`config.mk`:
```
export PLATFORM = sky130hd
export DESIGN_NAME = sat_counter
export DESIGN_NICKNAME = d
export VERILOG_FILES = /design/src/rtl/bip_checker_sat_counter.sv
export SDC_FILE = /design/constraint.sdc
export NUM_CORES = 1
export LEC_CHECK = 0
export ABC_AREA = 1
export BUFFER_PORTS_ARGS = -buffer_cell sky130_fd_sc_hd__buf_2
export CORE_UTILIZATION = 48
export DETAILED_ROUTE_END_ITERATION = 7
export PLACE_DENSITY = 0.75
export SLEW_MARGIN = 20
export SYNTH_ARGS = -nofsm -noshare
export SYNTH_HDL_FRONTEND = slang
export SYNTH_SLANG_ARGS = --single-unit
```
`constraint.sdc`:
```
create_clock -name clk -period 1.4 [get_ports clk]
set_input_delay 0.21 -clock clk [delete_from_list [all_inputs] [get_ports clk]]
set_output_delay 0.21 -clock clk [all_outputs]
set_load 0.05 [all_outputs]
```
`src/rtl/bip_checker_sat_counter.sv`:
```
// Saturating up-counter with synchronous clear (clear beats increment).
module sat_counter #(
  parameter int WIDTH = 16
) (
  input  logic             clk,
  input  logic             rst_n,
  input  logic             clr,
  input  logic             inc,
  output logic [WIDTH-1:0] count
);
  always_ff @(posedge clk or negedge rst_n) begin
    if (!rst_n)                       count <= '0;
    else if (clr)                     count <= '0;
    else if (inc && (count != '1))    count <= count + 1'b1;
  end
endmodule

```
---- Yosys cells after proc, flatten, opt, wreduce, memory -nomap -nowiden ----
Index checks and enable logic that the tools add are counted.
storage, ports and cells
  register bits after elaboration ......... 16
  output and inout port bits .............. 16
  input port bits ......................... 4
  word-level logic and storage cells ...... 7
operators by class
  reduce and logical (&&, ||, !) cells .... 2
  muxes and demuxes ....................... 2
  equal/unequal tests ..................... 1
  add/subtract/negate cells ............... 1
operators with widths
  cell                     number
  $mux W16                 2
  $add A16 B1 Y16 const B  1
  $ne A16 B16 Y1 const B   1
  $reduce_bool A2 Y1       1
  $logic_and A1 B1 Y1      1

---- Logic depth before layout (Yosys ltp) ----
Gate-level depths: netlist of the first run.
  depth after elaboration ................. 4
  depth in mapped cells ................... 10
  mapped depth without buffers ............ 9

---- Least setup slack after synthesis of the first run ----
No wires, ideal clock.
  path kind ............................... register to register
  start point ............................. register count[1]
  end point ............................... register count[7]
  stages on the path, launching flop included .. 11
  library setup time ...................... 0.066 ns
  data arrival time ....................... 1.799 ns
  data required time ...................... 1.334 ns
  path slack .............................. -0.465 ns
  buffers on the path ..................... 1
  clock period less this slack ............ 1.865 ns
  path through ............................ dfrtp_1 ha_1 nand2_2 nor2_4 nand2_4 o21ai_4 nand2_4 inv_4 buf_12 nand2_1 nand2_1
on the way
  cells in the longest elaborated chain, start to end .. 3
  elaborated cells on any way between the ends .. 6
  classes of those cells .................. 1 x add/sub; 1 x eq/ne; 2 x mux; 2 x reduce/logical
ends and longest elaborated chain
  item                                                      line  text
  start, declared                                           9     output logic [WIDTH-1:0] count
  start signal, assigned                                    14    else if (inc && (count != '1)) count <= count + 1'b1;
  $add A16 B1 Y16 / $ne A16 B16 Y1 (equally long branches)  14
  $mux W16 / $logic_and A1 B1 Y1 (equally long branches)    14
  $mux W16 / $reduce_bool A2 Y1 (equally long branches)     --
Several ways; a longest one is shown, not always the timed one. The select of a mux whose other input is x is not followed.
A chain may end at the register's enable or synchronous reset.

---- Worst setup path in the final report of the first run ----
  start point ............................. register count[0]
  end point ............................... register count[8]
Same word-level chain as after synthesis.

==> impl_results.html, run 1 <==
<table>
<tr><th>Metric</th><th>Value</th></tr>
<tr><th colspan="2">Yosys</th></tr>
<tr><td>Sequential element share of the synthesized area</td><td>0.386</td></tr>
<tr><td>Post-Syn Nets</td><td>149</td></tr>
<tr><td>Yosys warning count</td><td>0</td></tr>
<tr><td>Library cells used by synthesis</td><td>23</td></tr>
<tr><td>Mean instance size in the synthesized netlist</td><td>7.20 µm²</td></tr>
<tr><td>Post-Syn Instances</td><td>~140</td></tr>
<tr><td>Netlist area before placement</td><td>1040 µm²</td></tr>
<tr><td>Post-synthesis register bit count</td><td>16</td></tr>
<tr><th colspan="2">Timing</th></tr>
<tr><td>Sum of negative setup slack</td><td>-0.00537 ns</td></tr>
<tr><td>Crit path setup slack, layout</td><td>-0.00537 ns</td></tr>
<tr><td>Slew at the pin closest to its max-slew limit</td><td>approximately 0.38 ns</td></tr>
<tr><td>Total setup violations reported at the end of the flow</td><td>1</td></tr>
<tr><td>Tcrit/Tclk final</td><td>1.00</td></tr>
<tr><td>Worst slew margin</td><td>0.744</td></tr>
<tr><td>Final hold vios</td><td>0</td></tr>
<tr><td>Number of max-slew violations in the final report</td><td>0</td></tr>
<tr><td>Final critical path time including I/O delays and setup</td><td>1.41 ns</td></tr>
<tr><td>Max frequency</td><td>712 MHz</td></tr>
<tr><td>Setup repair after global routing missed its margin</td><td>yes</td></tr>
<tr><td>Largest clock skew in the final design</td><td>0.00608 ns</td></tr>
<tr><th colspan="2">Routing</th></tr>
<tr><td>Top layer reached by signal wires</td><td>met4</td></tr>
<tr><td>Metal-1 WL</td><td>1.21 mm</td></tr>
<tr><td>DRC marker count from the first detailed-route iteration</td><td>27</td></tr>
<tr><td>Post-route DRC</td><td>0</td></tr>
<tr><td>Drt via density</td><td>~5.2</td></tr>
<tr><td>Wirelength per Cell</td><td>roughly 13 µm</td></tr>
<tr><td>Vias after detailed routing</td><td>between 1000 and 1500</td></tr>
<tr><td>Total length of routed wires</td><td>2.72 mm</td></tr>
<tr><td>Routed length on met2</td><td>1.34 mm</td></tr>
<tr><td>Met3 routed wirelength</td><td>122 µm</td></tr>
<tr><td>Number of antenna-violating nets in the routed design</td><td>0</td></tr>
<tr><td>1st-pass router iterations</td><td>4</td></tr>
<tr><th colspan="2">Global routing</th></tr>
<tr><td>Overflow left after global routing</td><td>0</td></tr>
<tr><td>Number of antenna violations at the first check in global routing</td><td>0</td></tr>
<tr><td>Maximum number of pins on one net before global-route repair</td><td>17</td></tr>
<tr><td>Via count of the first global-routing pass</td><td>1069</td></tr>
<tr><td>Wire length of the first global-routing pass</td><td>4.51 mm</td></tr>
<tr><td>Gr usage total</td><td>0.246</td></tr>
<tr><th colspan="2">Floorplan</th></tr>
<tr><td>I/O Pins</td><td>20</td></tr>
<tr><td>Full die area</td><td>2350 µm²</td></tr>
<tr><td>Core ar.</td><td>around 2000 µm²</td></tr>
<tr><td>Die span in y</td><td>approximately 48 µm</td></tr>
<tr><td>Core Rows</td><td>16</td></tr>
<tr><td>Die span in x</td><td>48.5 µm</td></tr>
<tr><td>Initial standard-cell utilization of the core</td><td>0.518</td></tr>
<tr><th colspan="2">Flow run</th></tr>
<tr><td>Total of max-cap violations</td><td>0</td></tr>
<tr><th colspan="2">Critical path</th></tr>
<tr><td>Logic depth of the worst register-to-register path</td><td>9</td></tr>
<tr><td>Critical Path Fanout Max</td><td>8</td></tr>
<tr><td>Worst path top cell family by delay</td><td>simple AND/OR/NAND/NOR gates</td></tr>
<tr><td>Worst Path Required</td><td>1.65 ns</td></tr>
<tr><td>Startpoint of the worst-slack reg-to-reg timing path</td><td>count[0]$_DFFE_PN0P_</td></tr>
<tr><td>Kind of end point of the critical path</td><td>flop</td></tr>
<tr><td>Slowest cell on crit path</td><td>dfrtp_2</td></tr>
<tr><td>Worst Setup SP</td><td>count[0]$_DFFE_PN0P_</td></tr>
<tr><td>Logic depth of the worst path, buffers included</td><td>9</td></tr>
<tr><td>Startpoint Class</td><td>flop</td></tr>
<tr><td>Arrival @ worst endpoint</td><td>around 1.7 ns</td></tr>
<tr><td>Kind of critical path</td><td>reg2reg</td></tr>
<tr><td>Buffers and inverters on the worst path</td><td>1</td></tr>
<tr><td>Delay of the slowest critical-path stage</td><td>between 0.4 and 0.5 ns</td></tr>
<tr><td>Cell repeated most along the worst path</td><td>nor2_4</td></tr>
<tr><td>Cells traversed along the worst timing path</td><td>ha_4 -&gt; nand2_4 -&gt; nor2_4 -&gt; nand2_4 -&gt; nor2_4 -&gt; nor2_4 -&gt; buf_6 -&gt; nand4_1 -&gt; nand2_1</td></tr>
<tr><th colspan="2">Worst hold path</th></tr>
<tr><td>Launch instance of the worst min-delay path</td><td>clr</td></tr>
<tr><td>Hold-critical path depth</td><td>4</td></tr>
<tr><td>Hold Path Class</td><td>in2reg</td></tr>
<tr><th colspan="2">Placement</th></tr>
<tr><td>Dpl ws</td><td>roughly 0.0069 ns</td></tr>
<tr><td>Weighted congestion reported at the end of routability-driven placement</td><td>0.867</td></tr>
<tr><td>Post-DP HPWL</td><td>1.89 mm</td></tr>
<tr><td>Number of buffers inserted by port buffering</td><td>19</td></tr>
<tr><th colspan="2">Power and ir drop</th></tr>
<tr><td>Largest voltage drop on the vdd net</td><td>about 0.61 mV</td></tr>
<tr><td>Cell leakage power</td><td>0.744 nW</td></tr>
<tr><td>Pwr/cell area</td><td>646 nW/µm²</td></tr>
<tr><th colspan="2">Run status</th></tr>
<tr><td>Violated checks</td><td>setup timing</td></tr>
<tr><td>Status</td><td>complete, but fails checks</td></tr>
<tr><th colspan="2">CTS</th></tr>
<tr><td>Clock buffer count from CTS</td><td>3</td></tr>
<tr><td>Clock net sink count</td><td>16</td></tr>
<tr><td>Clock insertion delay at the later pin of the skew report</td><td>approximately 0.31 ns</td></tr>
<tr><td>CTS clk-pin slew, worst paths</td><td>0.10 ns</td></tr>
<tr><td>Clock tree from TritonCTS</td><td>done</td></tr>
<tr><td>Cell chosen for the clock root</td><td>clkbuf_4</td></tr>
<tr><td>CTS max path bufs</td><td>2</td></tr>
<tr><td>CTS HTree Levels</td><td>1</td></tr>
<tr><th colspan="2">Cells and area</th></tr>
<tr><td>Number of nets in the final layout</td><td>191</td></tr>
<tr><td>N_diodes</td><td>0</td></tr>
<tr><td>Biggest registers after layout</td><td>count (16)</td></tr>
<tr><td>Number of flip-flops under the largest register name</td><td>16</td></tr>
<tr><td>FF/Latch Area</td><td>approximately 410 µm²</td></tr>
<tr><td>Filler instances</td><td>159</td></tr>
<tr><td>Layout Area Growth over Synthesis</td><td>36.2%</td></tr>
<tr><td>Share of final-layout standard cells stronger than drive strength 1</td><td>0.378</td></tr>
<tr><td>Register with the most flip-flops</td><td>count</td></tr>
<tr><td>Area occupied by multi-input gates</td><td>between 600 and 700 µm²</td></tr>
</table>
==> area by class of cell <==
type                    instances  area share
clock buffers                   4      0.0257
inverters                      13      0.0434
multi-input cells             112       0.430
flip-flops and latches         16       0.291
well taps                      27      0.0239
repair buffers                 40       0.186
==> cell usage in the layout, fill, tap and decap left out, types with 2 or more instances in the layout <==
cell / instances
nand3_1: 11
o21bai_1: 2
buf_4: 18
xnor2_1: 2
dfrtp_2: 9
nor2_1: 11
nand2_4: 3
buf_6: 2
nor2_4: 4
dfrtp_1: 7
inv_1: 11
clkbuf_4: 3
nand4_1: 9
o21ai_0: 4
nand2_2: 3
buf_2: 19
xor2_1: 3
nand2_1: 53
==> what timing repair did <==
| action | CTS | global route |
|---|---|---|
| resized for setup | 2 | 11 |
| pin swaps | 2 | 4 |
| setup buffers | 0 | 1 |
| hold buffers | 1 | 0 |
| setup endpoints to repair | 13 | 16 |
| hold endpoints to repair | 16 | 0 |
==> worst min-delay path, delay by kind of cell <==
| family | cells | cell delay (ns) |
|---|---|---|
| buffers and inverters | 1 | 0.10 |
| AND/OR/NAND/NOR | 3 | 0.16 |
==> cell usage after synthesis <==
cell type	instances	share of area
o21ai_4	1	0.016
buf_2	1	0.0048
a21oi_1	1	0.0048
inv_1	11	0.040
nand4_1	9	0.054
o21ai_0	4	0.019
dfrtp_1	16	0.39
nor3_1	1	0.0048
xnor2_1	2	0.017
buf_12	1	0.019
ha_1	1	0.012
inv_4	1	0.0060
xor2_1	3	0.025
buf_1	1	0.0036
nor2_4	2	0.022
nand2_1	55	0.20
nor2_1	14	0.051
nand2_4	2	0.022
inv_2	1	0.0036
nand2_2	2	0.012
or2_2	1	0.0060
o21bai_1	2	0.014
nand3_1	12	0.058
==> worst paths after layout <==
check | end | slack, ns
max | count[8]$_DFFE_PN0P_ | -0.005
min | count[4]$_DFFE_PN0P_ | 0.18
max reg2reg | count[8]$_DFFE_PN0P_ | -0.005
min reg2reg | count[6]$_DFFE_PN0P_ | 0.58
max in group asynchronous | count[0]$_DFFE_PN0P_ | 0.76
min in group asynchronous | count[13]$_DFFE_PN0P_ | 0.34
==> power by group <==
group	total (mW)	switching, mW	internal [mW]	leakage [nW]
clock	0.333	0.174	0.159	0.0210
sequential	0.473	0.00564	0.468	0.208
combinational	0.107	0.0722	0.0344	0.515
total	0.912	0.251	0.661	0.744
==> through the flow <==
step | instances | utilization | hold WS, ns | power (mW) | cell area (µm²)
2_1_floorplan | 144 | - | -0.0856 | 0.545 | 1070
3_3_place_gp | 206 | 0.656 | 0.140 | 0.578 | 1310
3_5_place_dp | 206 | 0.656 | 0.151 | 0.580 | 1310
4_1_cts | 211 | 0.682 | 0.191 | 0.901 | 1370
5_1_grt | 212 | 0.706 | 0.192 | 0.944 | 1410
6_report | 212 | 0.706 | 0.184 | 0.912 | 1410
==> routing by layer <==
metal,track usage,up-vias
met5,0,-
met3,0.0283,5
met2,0.434,41
met1,0.299,516
met4,0.113,0
li1,-,545
==> kinds of logic after synthesis <==
group | share of synthesized area
simple gates | 0.428
flops | 0.386
fa+ha+maj | 0.0121
compound gates | 0.0543
xor+xnor | 0.0422
buf+inv | 0.0772
No activity file was read; power rests on OpenSTA's default activity.
==> run 2: changes to the inputs <==
--- a/config.mk
+++ b/config.mk
@@ -5,11 +5,10 @@
 export SDC_FILE = /design/constraint.sdc
 export NUM_CORES = 1
 export LEC_CHECK = 0
-export ABC_AREA = 1
 export BUFFER_PORTS_ARGS = -buffer_cell sky130_fd_sc_hd__buf_2
-export CORE_UTILIZATION = 48
+export CORE_UTILIZATION = 47
 export DETAILED_ROUTE_END_ITERATION = 7
-export PLACE_DENSITY = 0.75
+export PLACE_DENSITY = 0.74
 export SLEW_MARGIN = 20
 export SYNTH_ARGS = -nofsm -noshare
 export SYNTH_HDL_FRONTEND = slang
==> impl_results.html, run 2 <==
<table>
<tr><th>Metric</th><th>Value</th></tr>
<tr><th colspan="2">Global routing</th></tr>
<tr><td>Gr usage total</td><td>0.332 (+0.0863)</td></tr>
<tr><td>Maximum number of pins on one net before global-route repair</td><td>21 (+4)</td></tr>
<tr><td>Overflow left after global routing</td><td>0 (unchanged)</td></tr>
<tr><td>Via count of the first global-routing pass</td><td>1027 (-3.9%)</td></tr>
<tr><td>Number of antenna violations at the first check in global routing</td><td>0 (unchanged)</td></tr>
<tr><td>Wire length of the first global-routing pass</td><td>5.00 mm (+11%)</td></tr>
<tr><th colspan="2">Timing</th></tr>
<tr><td>Crit path setup slack, layout</td><td>-0.391 ns (-0.386 ns)</td></tr>
<tr><td>Max frequency</td><td>558 MHz (-22%)</td></tr>
<tr><td>Worst slew margin</td><td>0.597 (-0.146)</td></tr>
<tr><td>Slew at the pin closest to its max-slew limit</td><td>0.603 ns (+0.219 ns)</td></tr>
<tr><td>Largest clock skew in the final design</td><td>0.0195 ns (+0.0134 ns)</td></tr>
<tr><td>Final hold vios</td><td>0 (unchanged)</td></tr>
<tr><td>Setup repair after global routing missed its margin</td><td>yes</td></tr>
<tr><td>Total setup violations reported at the end of the flow</td><td>18 (+17)</td></tr>
<tr><td>Final critical path time including I/O delays and setup</td><td>1.79 ns (+0.386 ns)</td></tr>
<tr><td>Number of max-slew violations in the final report</td><td>0 (unchanged)</td></tr>
<tr><td>Tcrit/Tclk final</td><td>1.28 (+0.276)</td></tr>
<tr><th colspan="2">Critical path</th></tr>
<tr><td>Kind of end point of the critical path</td><td>flop</td></tr>
<tr><td>Worst Path Required</td><td>1.57 ns (-0.08 ns)</td></tr>
<tr><td>Arrival @ worst endpoint</td><td>1.96 ns (+0.31 ns)</td></tr>
<tr><td>Critical R2R Capture</td><td>count[1]$_DFFE_PN0P_</td></tr>
<tr><td>Cells traversed along the worst timing path</td><td>buf_6 -&gt; nand4_4 -&gt; nor4_4 -&gt; buf_4 -&gt; buf_6 -&gt; nand3b_1 -&gt; a21oi_2</td></tr>
<tr><td>Startpoint Class</td><td>flop</td></tr>
<tr><td>Startpoint of the worst-slack reg-to-reg timing path</td><td>count[2]$_DFFE_PN0P_</td></tr>
<tr><td>Slowest cell on crit path</td><td>dfrtp_2</td></tr>
<tr><td>Critical Path Fanout Max</td><td>5 (-3)</td></tr>
<tr><td>Cell repeated most along the worst path</td><td>buf_6</td></tr>
<tr><td>Delay of the slowest critical-path stage</td><td>0.45 ns (about the same)</td></tr>
<tr><td>Kind of critical path</td><td>reg2reg</td></tr>
<tr><td>Worst reg-to-reg setup slack</td><td>-0.39 ns (-0.39 ns)</td></tr>
<tr><td>Logic depth of the worst register-to-register path</td><td>7 (-2)</td></tr>
<tr><th colspan="2">Run status</th></tr>
<tr><td>Status</td><td>complete, but fails checks</td></tr>
<tr><td>Violated checks</td><td>setup timing</td></tr>
<tr><th colspan="2">Yosys</th></tr>
<tr><td>Sequential element share of the synthesized area</td><td>0.425 (+0.0390)</td></tr>
<tr><td>Fraction of registers with async set/reset</td><td>1.00 (unchanged)</td></tr>
<tr><td>Top post-synthesis cells by area</td><td>dfrtp_1 (42%), a21oi_1 (5.8%), o31ai_1 (5.6%)</td></tr>
<tr><td>Post-Syn Nets</td><td>103 (-31%)</td></tr>
<tr><td>Post-synthesis register bit count</td><td>16 (unchanged)</td></tr>
<tr><td>Yosys top cell area share</td><td>0.425 (+0.0390)</td></tr>
<tr><td>Yosys warning count</td><td>0 (unchanged)</td></tr>
<tr><td>Most numerous cell types in the synthesized netlist</td><td>dfrtp_1 (16), a21oi_1 (11), o31ai_1 (7)</td></tr>
<tr><td>Ys flop type</td><td>dfrtp_1</td></tr>
<tr><td>Post-Syn Instances</td><td>98 (-32%)</td></tr>
<tr><td>Area leader, netlist</td><td>dfrtp_1</td></tr>
<tr><td>Netlist area before placement</td><td>942 µm² (-9.2%)</td></tr>
<tr><td>Library cells used by synthesis</td><td>28 (+22%)</td></tr>
<tr><td>Cell with the most instances after synthesis</td><td>dfrtp_1</td></tr>
<tr><td>Mean instance size in the synthesized netlist</td><td>9.61 µm² (+33%)</td></tr>
<tr><td>Number of synthesized flops with an enable pin</td><td>0 (unchanged)</td></tr>
<tr><th colspan="2">Routing</th></tr>
<tr><td>DRC marker count from the first detailed-route iteration</td><td>45 (+67%)</td></tr>
<tr><td>1st-pass router iterations</td><td>4 (unchanged)</td></tr>
<tr><td>Number of antenna-violating nets in the routed design</td><td>0 (unchanged)</td></tr>
<tr><td>Drt via density</td><td>6.67 (+28%)</td></tr>
<tr><td>Vias after detailed routing</td><td>1194 (+7.9%)</td></tr>
<tr><td>Post-route DRC</td><td>0 (unchanged)</td></tr>
<tr><td>Total length of routed wires</td><td>4.12 mm (+51%)</td></tr>
<tr><td>Wirelength per Cell</td><td>23.0 µm (+79%)</td></tr>
<tr><th colspan="2">Floorplan</th></tr>
<tr><td>Initial standard-cell utilization of the core</td><td>0.523 (+0.00479)</td></tr>
<tr><td>Full die area</td><td>2190 µm² (-6.9%)</td></tr>
<tr><td>Die span in y</td><td>46.8 µm (-3.5%)</td></tr>
<tr><td>Core ar.</td><td>1800 µm² (-10%)</td></tr>
<tr><td>Core Rows</td><td>15 (-1)</td></tr>
<tr><td>Die span in x</td><td>46.8 µm (-3.5%)</td></tr>
<tr><td>I/O Pins</td><td>20 (unchanged)</td></tr>
<tr><th colspan="2">Cells and area</th></tr>
<tr><td>Most common cell after layout, fill and taps aside</td><td>buf_4</td></tr>
<tr><td>Most used cells in the layout excluding fill and tap cells</td><td>buf_4 (31), buf_2 (19), dfrtp_2 (16), a21oi_2 (9)</td></tr>
<tr><td>Share of final-layout standard cells stronger than drive strength 1</td><td>0.727 (+0.349)</td></tr>
<tr><td>Utilization of the core after routing</td><td>0.882 (+0.176)</td></tr>
<tr><td>Number of nets in the final layout</td><td>160 (-16%)</td></tr>
<tr><td>Register with the most flip-flops</td><td>count</td></tr>
<tr><td>Filler instances</td><td>95 (-40%)</td></tr>
<tr><td>Number of flip-flops under the largest register name</td><td>16 (unchanged)</td></tr>
<tr><td>Layout Area Growth over Synthesis</td><td>68.7%</td></tr>
<tr><td>Biggest registers after layout</td><td>count (16)</td></tr>
<tr><td>N_diodes</td><td>0 (unchanged)</td></tr>
<tr><th colspan="2">Placement</th></tr>
<tr><td>Weighted congestion reported at the end of routability-driven placement</td><td>0.820 (-5.5%)</td></tr>
<tr><td>Number of buffers inserted by port buffering</td><td>19 (unchanged)</td></tr>
<tr><td>Post-DP HPWL</td><td>1.89 mm (+0.50%)</td></tr>
<tr><th colspan="2">CTS</th></tr>
<tr><td>CTS clk-pin slew, worst paths</td><td>0.12 ns (+0.02 ns)</td></tr>
<tr><td>Clock net sink count</td><td>16 (unchanged)</td></tr>
<tr><td>Cell chosen for the clock root</td><td>clkbuf_4</td></tr>
<tr><td>CTS HTree Levels</td><td>1 (unchanged)</td></tr>
<tr><td>CTS max path bufs</td><td>2 (unchanged)</td></tr>
<tr><td>Clock insertion delay at the later pin of the skew report</td><td>0.31 ns (about the same)</td></tr>
<tr><td>Clock buffer count from CTS</td><td>3 (unchanged)</td></tr>
<tr><td>Clock tree from TritonCTS</td><td>done</td></tr>
<tr><th colspan="2">Power and ir drop</th></tr>
<tr><td>Cell leakage power</td><td>0.677 nW (-8.9%)</td></tr>
<tr><td>Pwr/cell area</td><td>585 nW/µm² (-9.4%)</td></tr>
<tr><td>Overall power of the completed layout</td><td>0.930 mW (+1.9%)</td></tr>
<tr><td>Largest voltage drop on the vdd net</td><td>0.599 mV (-2.3%)</td></tr>
<tr><th colspan="2">Flow run</th></tr>
<tr><td>Total of max-cap violations</td><td>0 (unchanged)</td></tr>
<tr><th colspan="2">Worst hold path</th></tr>
<tr><td>Hold Path Class</td><td>in2async</td></tr>
</table>
-- run 2: changes by cell type after synthesis, moves of 5 or more --
cell	delta
nand3_1	-9
o31ai_1	+7
or4_1	+5
a21oi_1	+10
nor2_1	-10
nand2_1	-49
inv_1	-8
-- run 2: worst max path at each step --
stage	from	endpoint	slack (ns)	cells past startpoint
floorplan	count[13]$_DFFE_PN0P_	count[11]$_DFFE_PN0P_	-0.39	4
global placement	count[1]$_DFFE_PN0P_	count[3]$_DFFE_PN0P_	-0.28	6
detailed placement	count[1]$_DFFE_PN0P_	count[3]$_DFFE_PN0P_	-0.33	6
CTS	count[14]$_DFFE_PN0P_	count[9]$_DFFE_PN0P_	-0.25	5
global route	count[8]$_DFFE_PN0P_	count[15]$_DFFE_PN0P_	-0.62	4
finish	count[2]$_DFFE_PN0P_	count[1]$_DFFE_PN0P_	-0.39	7
-- run 2: repair_timing --
| action | CTS | global route |
|---|---|---|
| pin swaps | 12 | 12 |
| endpoints found under the setup margin | 16 | 16 |
| gates cloned | 1 | 0 |
| resized for setup | 21 | 19 |
| hold buffers | 1 | 0 |
| buffers inserted | 6 | 3 |
| endpoints found under the hold margin | 16 | 0 |
-- run 2: worst max-delay path: cells and delay by family (launching register included) --
kind                   cells  cell delay, ns
AO/OA/AOI/OAI              1            0.07
buffers and inverters      3            0.46
flip-flops                 1            0.45
AND/OR/NAND/NOR            3            0.69
-- run 2: cells by family after synthesis --
family	after synthesis	share of synthesized area
flops	16	0.425
fa+ha+maj	1	0.0133
mux	4	0.0478
simple gates	45	0.312
buf+inv	8	0.0398
compound gates	24	0.162
-- run 2: final cells by class --
cell class,count,area [µm²],area share
clock buffer,4,36.3,0.0228
inverter,3,11.3,0.00709
multi-input combinational,74,684,0.431
sequential,16,420,0.265
tap,25,31.3,0.0197
timing repair buffer,57,405,0.255
-- run 2: through the flow --
step / cell area [µm²] / hold WS [ns] / setup WS, ns / cells / setup TNS [ns]
3_3_place_gp: 1300 / 0.139 / -0.283 / 165 / -3.00
5_1_grt: 1590 / 0.370 / -0.623 / 179 / -5.96
4_1_cts: 1490 / 0.327 / -0.253 / 177 / -3.13
3_5_place_dp: 1300 / 0.147 / -0.329 / 165 / -3.54
2_1_floorplan: 990 / -0.0856 / -0.392 / 98 / -5.14
6_report: 1590 / 0.338 / -0.391 / 179 / -4.92
-- run 2: report_power, final --
| part | switching (mW) | leakage, nW | internal, mW |
|---|---|---|---|
| combinational | 0.0813 | 0.460 | 0.0403 |
| clock | 0.177 | 0.0210 | 0.159 |
| sequential | 0.00554 | 0.196 | 0.467 |
| total | 0.264 | 0.677 | 0.666 |
-- run 2: routing by layer --
metal | vias up | track usage | part of all wire
met1 | 590 | 0.446 | 0.39
met2 | 82 | 0.533 | 0.49
li1 | 498 | - | -
met3 | 24 | 0.0423 | 0.070
met4 | 0 | 0.160 | 0.045
met5 | - | 0 | 0
==> run 3: changes to the inputs <==
--- a/config.mk
+++ b/config.mk
@@ -5,10 +5,11 @@
 export SDC_FILE = /design/constraint.sdc
 export NUM_CORES = 1
 export LEC_CHECK = 0
-export BUFFER_PORTS_ARGS = -buffer_cell sky130_fd_sc_hd__buf_2
-export CORE_UTILIZATION = 47
+export CORE_MARGIN = 2
+export CORE_UTILIZATION = 54
 export DETAILED_ROUTE_END_ITERATION = 7
-export PLACE_DENSITY = 0.74
+export DONT_BUFFER_PORTS = 1
+export PLACE_DENSITY = 0.73
 export SLEW_MARGIN = 20
 export SYNTH_ARGS = -nofsm -noshare
 export SYNTH_HDL_FRONTEND = slang
==> impl_results.html, run 3 (synthesized netlist as in run 2, its figures left out) <==
<table>
<tr><th>Metric</th><th>Value</th></tr>
<tr><th colspan="2">Run status</th></tr>
<tr><td>Status</td><td>complete, but fails checks</td></tr>
<tr><td>Violated checks</td><td>setup timing</td></tr>
<tr><th colspan="2">Floorplan</th></tr>
<tr><td>Core Rows</td><td>15 (unchanged)</td></tr>
<tr><td>Initial standard-cell utilization of the core</td><td>0.558 (+0.0349)</td></tr>
<tr><td>Die span in x</td><td>45.8 µm (-2.1%)</td></tr>
<tr><td>Core ar.</td><td>1690 µm² (-6.3%)</td></tr>
<tr><td>Die span in y</td><td>45.8 µm (-2.1%)</td></tr>
<tr><td>I/O Pins</td><td>20 (unchanged)</td></tr>
<tr><td>Full die area</td><td>2090 µm² (-4.2%)</td></tr>
<tr><th colspan="2">Critical path</th></tr>
<tr><td>Kind of end point of the critical path</td><td>flop</td></tr>
<tr><td>Startpoint Class</td><td>flop</td></tr>
<tr><td>Critical Path Fanout Max</td><td>5 (unchanged)</td></tr>
<tr><td>Worst Path Required</td><td>1.58 ns (about the same)</td></tr>
<tr><td>Logic depth of the worst register-to-register path</td><td>6 (-1)</td></tr>
<tr><td>Arrival @ worst endpoint</td><td>1.97 ns (about the same)</td></tr>
<tr><td>Kind of critical path</td><td>reg2reg</td></tr>
<tr><th colspan="2">Timing</th></tr>
<tr><td>Max frequency</td><td>558 MHz (about the same)</td></tr>
<tr><td>Total setup violations reported at the end of the flow</td><td>16 (-2)</td></tr>
<tr><td>Worst slew margin</td><td>0.496 (-0.102)</td></tr>
<tr><td>Setup repair after global routing missed its margin</td><td>yes</td></tr>
<tr><td>Final critical path time including I/O delays and setup</td><td>1.79 ns (+0.00000900 ns)</td></tr>
<tr><td>Largest clock skew in the final design</td><td>0.0111 ns (-0.00840 ns)</td></tr>
<tr><td>Final hold vios</td><td>0 (unchanged)</td></tr>
<tr><td>Number of max-slew violations in the final report</td><td>0 (unchanged)</td></tr>
<tr><td>Crit path setup slack, layout</td><td>-0.391 ns (-0.00000900 ns)</td></tr>
<tr><td>Tcrit/Tclk final</td><td>1.28 (about the same)</td></tr>
<tr><td>Slew at the pin closest to its max-slew limit</td><td>0.754 ns (+0.151 ns)</td></tr>
<tr><th colspan="2">Cells and area</th></tr>
<tr><td>Filler instances</td><td>80 (-16%)</td></tr>
<tr><td>N_diodes</td><td>0 (unchanged)</td></tr>
<tr><td>FF/Latch Area</td><td>420 µm² (unchanged)</td></tr>
<tr><td>Post-route insts no fill</td><td>153 (-15%)</td></tr>
<tr><td>Biggest registers after layout</td><td>count (16)</td></tr>
<tr><td>Register with the most flip-flops</td><td>count</td></tr>
<tr><td>Utilization of the core after routing</td><td>0.874 (-0.00787)</td></tr>
<tr><td>Non-Filler Cell Area, Final</td><td>1480 µm² (-7.1%)</td></tr>
<tr><td>Area occupied by multi-input gates</td><td>657 µm² (-4.0%)</td></tr>
<tr><td>Share of final-layout standard cells stronger than drive strength 1</td><td>0.640 (-0.0876)</td></tr>
<tr><td>Most used cells in the layout excluding fill and tap cells</td><td>buf_4 (30), dfrtp_2 (16), buf_6 (7)</td></tr>
<tr><td>Number of nets in the final layout</td><td>143 (-11%)</td></tr>
<tr><td>Most common cell after layout, fill and taps aside</td><td>buf_4</td></tr>
<tr><td>Layout Area Growth over Synthesis</td><td>56.7%</td></tr>
<tr><td>Number of flip-flops under the largest register name</td><td>16 (unchanged)</td></tr>
<tr><th colspan="2">CTS</th></tr>
<tr><td>Cell chosen for the clock root</td><td>clkbuf_4</td></tr>
<tr><td>CTS max path bufs</td><td>2 (unchanged)</td></tr>
<tr><td>Clock insertion delay at the later pin of the skew report</td><td>0.31 ns (about the same)</td></tr>
<tr><td>Clock net sink count</td><td>16 (unchanged)</td></tr>
<tr><td>Clock tree from TritonCTS</td><td>done</td></tr>
<tr><td>CTS HTree Levels</td><td>1 (unchanged)</td></tr>
<tr><td>CTS clk-pin slew, worst paths</td><td>0.10 ns (-0.02 ns)</td></tr>
<tr><td>Clock buffer count from CTS</td><td>3 (unchanged)</td></tr>
<tr><th colspan="2">Global routing</th></tr>
<tr><td>Wire length of the first global-routing pass</td><td>4.64 mm (-7.2%)</td></tr>
<tr><td>Gr usage total</td><td>0.316 (-0.0167)</td></tr>
<tr><td>Maximum number of pins on one net before global-route repair</td><td>21 (unchanged)</td></tr>
<tr><td>Overflow left after global routing</td><td>0 (unchanged)</td></tr>
<tr><td>Via count of the first global-routing pass</td><td>986 (-4.0%)</td></tr>
<tr><td>Number of antenna violations at the first check in global routing</td><td>0 (unchanged)</td></tr>
<tr><th colspan="2">Flow run</th></tr>
<tr><td>Total of max-cap violations</td><td>0 (unchanged)</td></tr>
<tr><th colspan="2">Routing</th></tr>
<tr><td>Total length of routed wires</td><td>3.41 mm (-17%)</td></tr>
<tr><td>Number of antenna-violating nets in the routed design</td><td>0 (unchanged)</td></tr>
<tr><td>DRC marker count from the first detailed-route iteration</td><td>49 (+8.9%)</td></tr>
<tr><td>Drt via density</td><td>6.82 (+2.3%)</td></tr>
<tr><td>1st-pass router iterations</td><td>4 (unchanged)</td></tr>
<tr><td>Vias after detailed routing</td><td>1044 (-13%)</td></tr>
<tr><td>Post-route DRC</td><td>0 (unchanged)</td></tr>
<tr><td>Wirelength per Cell</td><td>22.3 µm (-3.0%)</td></tr>
<tr><th colspan="2">Power and ir drop</th></tr>
<tr><td>Cell leakage power</td><td>0.580 nW (-14%)</td></tr>
<tr><td>Largest voltage drop on the vdd net</td><td>0.577 mV (-3.8%)</td></tr>
<tr><td>Pwr/cell area</td><td>563 nW/µm² (-3.7%)</td></tr>
<tr><th colspan="2">Placement</th></tr>
<tr><td>Weighted congestion reported at the end of routability-driven placement</td><td>0.795 (-3.0%)</td></tr>
<tr><td>Placed cell area</td><td>1220 µm² (-6.4%)</td></tr>
<tr><td>Number of buffers inserted by port buffering</td><td>0 (-19)</td></tr>
<tr><td>Post-DP HPWL</td><td>1.82 mm (-3.8%)</td></tr>
<tr><td>Number of cells after detailed placement</td><td>141 (-15%)</td></tr>
<tr><th colspan="2">Worst hold path</th></tr>
<tr><td>Hold Path Class</td><td>in2reg</td></tr>
<tr><td>Hold-critical path depth</td><td>2</td></tr>
</table>
run 3: metal layers:
layer  up-vias  routed length (µm)  track usage
met2        51                1740        0.513
met5         -                   0            0
met1       514                1360        0.415
met3        15                 198       0.0516
li1        464                   -            -
met4         0                 116        0.131
run 3: metrics by stage:
stage	total power, mW	hold slack (ns)	TNS [ns]	worst slack [ns]
after global placement	0.531	-0.0852	-2.70	-0.306
after detailed placement	0.534	-0.0852	-3.43	-0.348
after global routing	0.854	0.0643	-4.96	-0.422
after CTS	0.796	-0.0430	-3.14	-0.260
final	0.832	0.0709	-4.17	-0.391
after floorplan	0.524	-0.0856	-5.14	-0.392
run 3: final cells by class:
type / count / share of cell area
multi-input cells: 74 / 0.445
clock buffers: 3 / 0.0153
repair buffers: 40 / 0.233
well taps: 17 / 0.0144
flip-flops and latches: 16 / 0.285
inverters: 3 / 0.00763
run 3: worst paths after layout:
| path | from | endpoint | slack [ns] |
|---|---|---|---|
| min reg2reg | count[3]$_DFFE_PN0P_ | count[3]$_DFFE_PN0P_ | 0.65 |
| min | inc | count[1]$_DFFE_PN0P_ | 0.07 |
| max in group asynchronous | rst_n | count[9]$_DFFE_PN0P_ | 0.47 |
| max | count[0]$_DFFE_PN0P_ | count[11]$_DFFE_PN0P_ | -0.39 |
| min in group asynchronous | rst_n | count[5]$_DFFE_PN0P_ | 0.40 |
| max reg2reg | count[0]$_DFFE_PN0P_ | count[11]$_DFFE_PN0P_ | -0.39 |
run 3: repair_timing:
item                                    CTS  global route
buffers inserted                          6             1
endpoints found under the setup margin   16            17
gates resized for setup                  22            13
pin swaps                                18             5
hold buffers                              1             1
endpoints found under the hold margin    28            12
run 3: critical path, cell delays in order (launching register included):
cell and delay [ns]:
dfrtp_2 0.41, buf_4 0.12, and4_2 0.23, nand4_1 0.10, buf_6 0.16, nor4_2 0.28, mux2_1 0.36
run 3: power by group:
| part | switching [mW] | internal [mW] |
|---|---|---|
| Combinational | 0.0637 | 0.0369 |
| Sequential | 0.00561 | 0.467 |
| Clock | 0.158 | 0.101 |
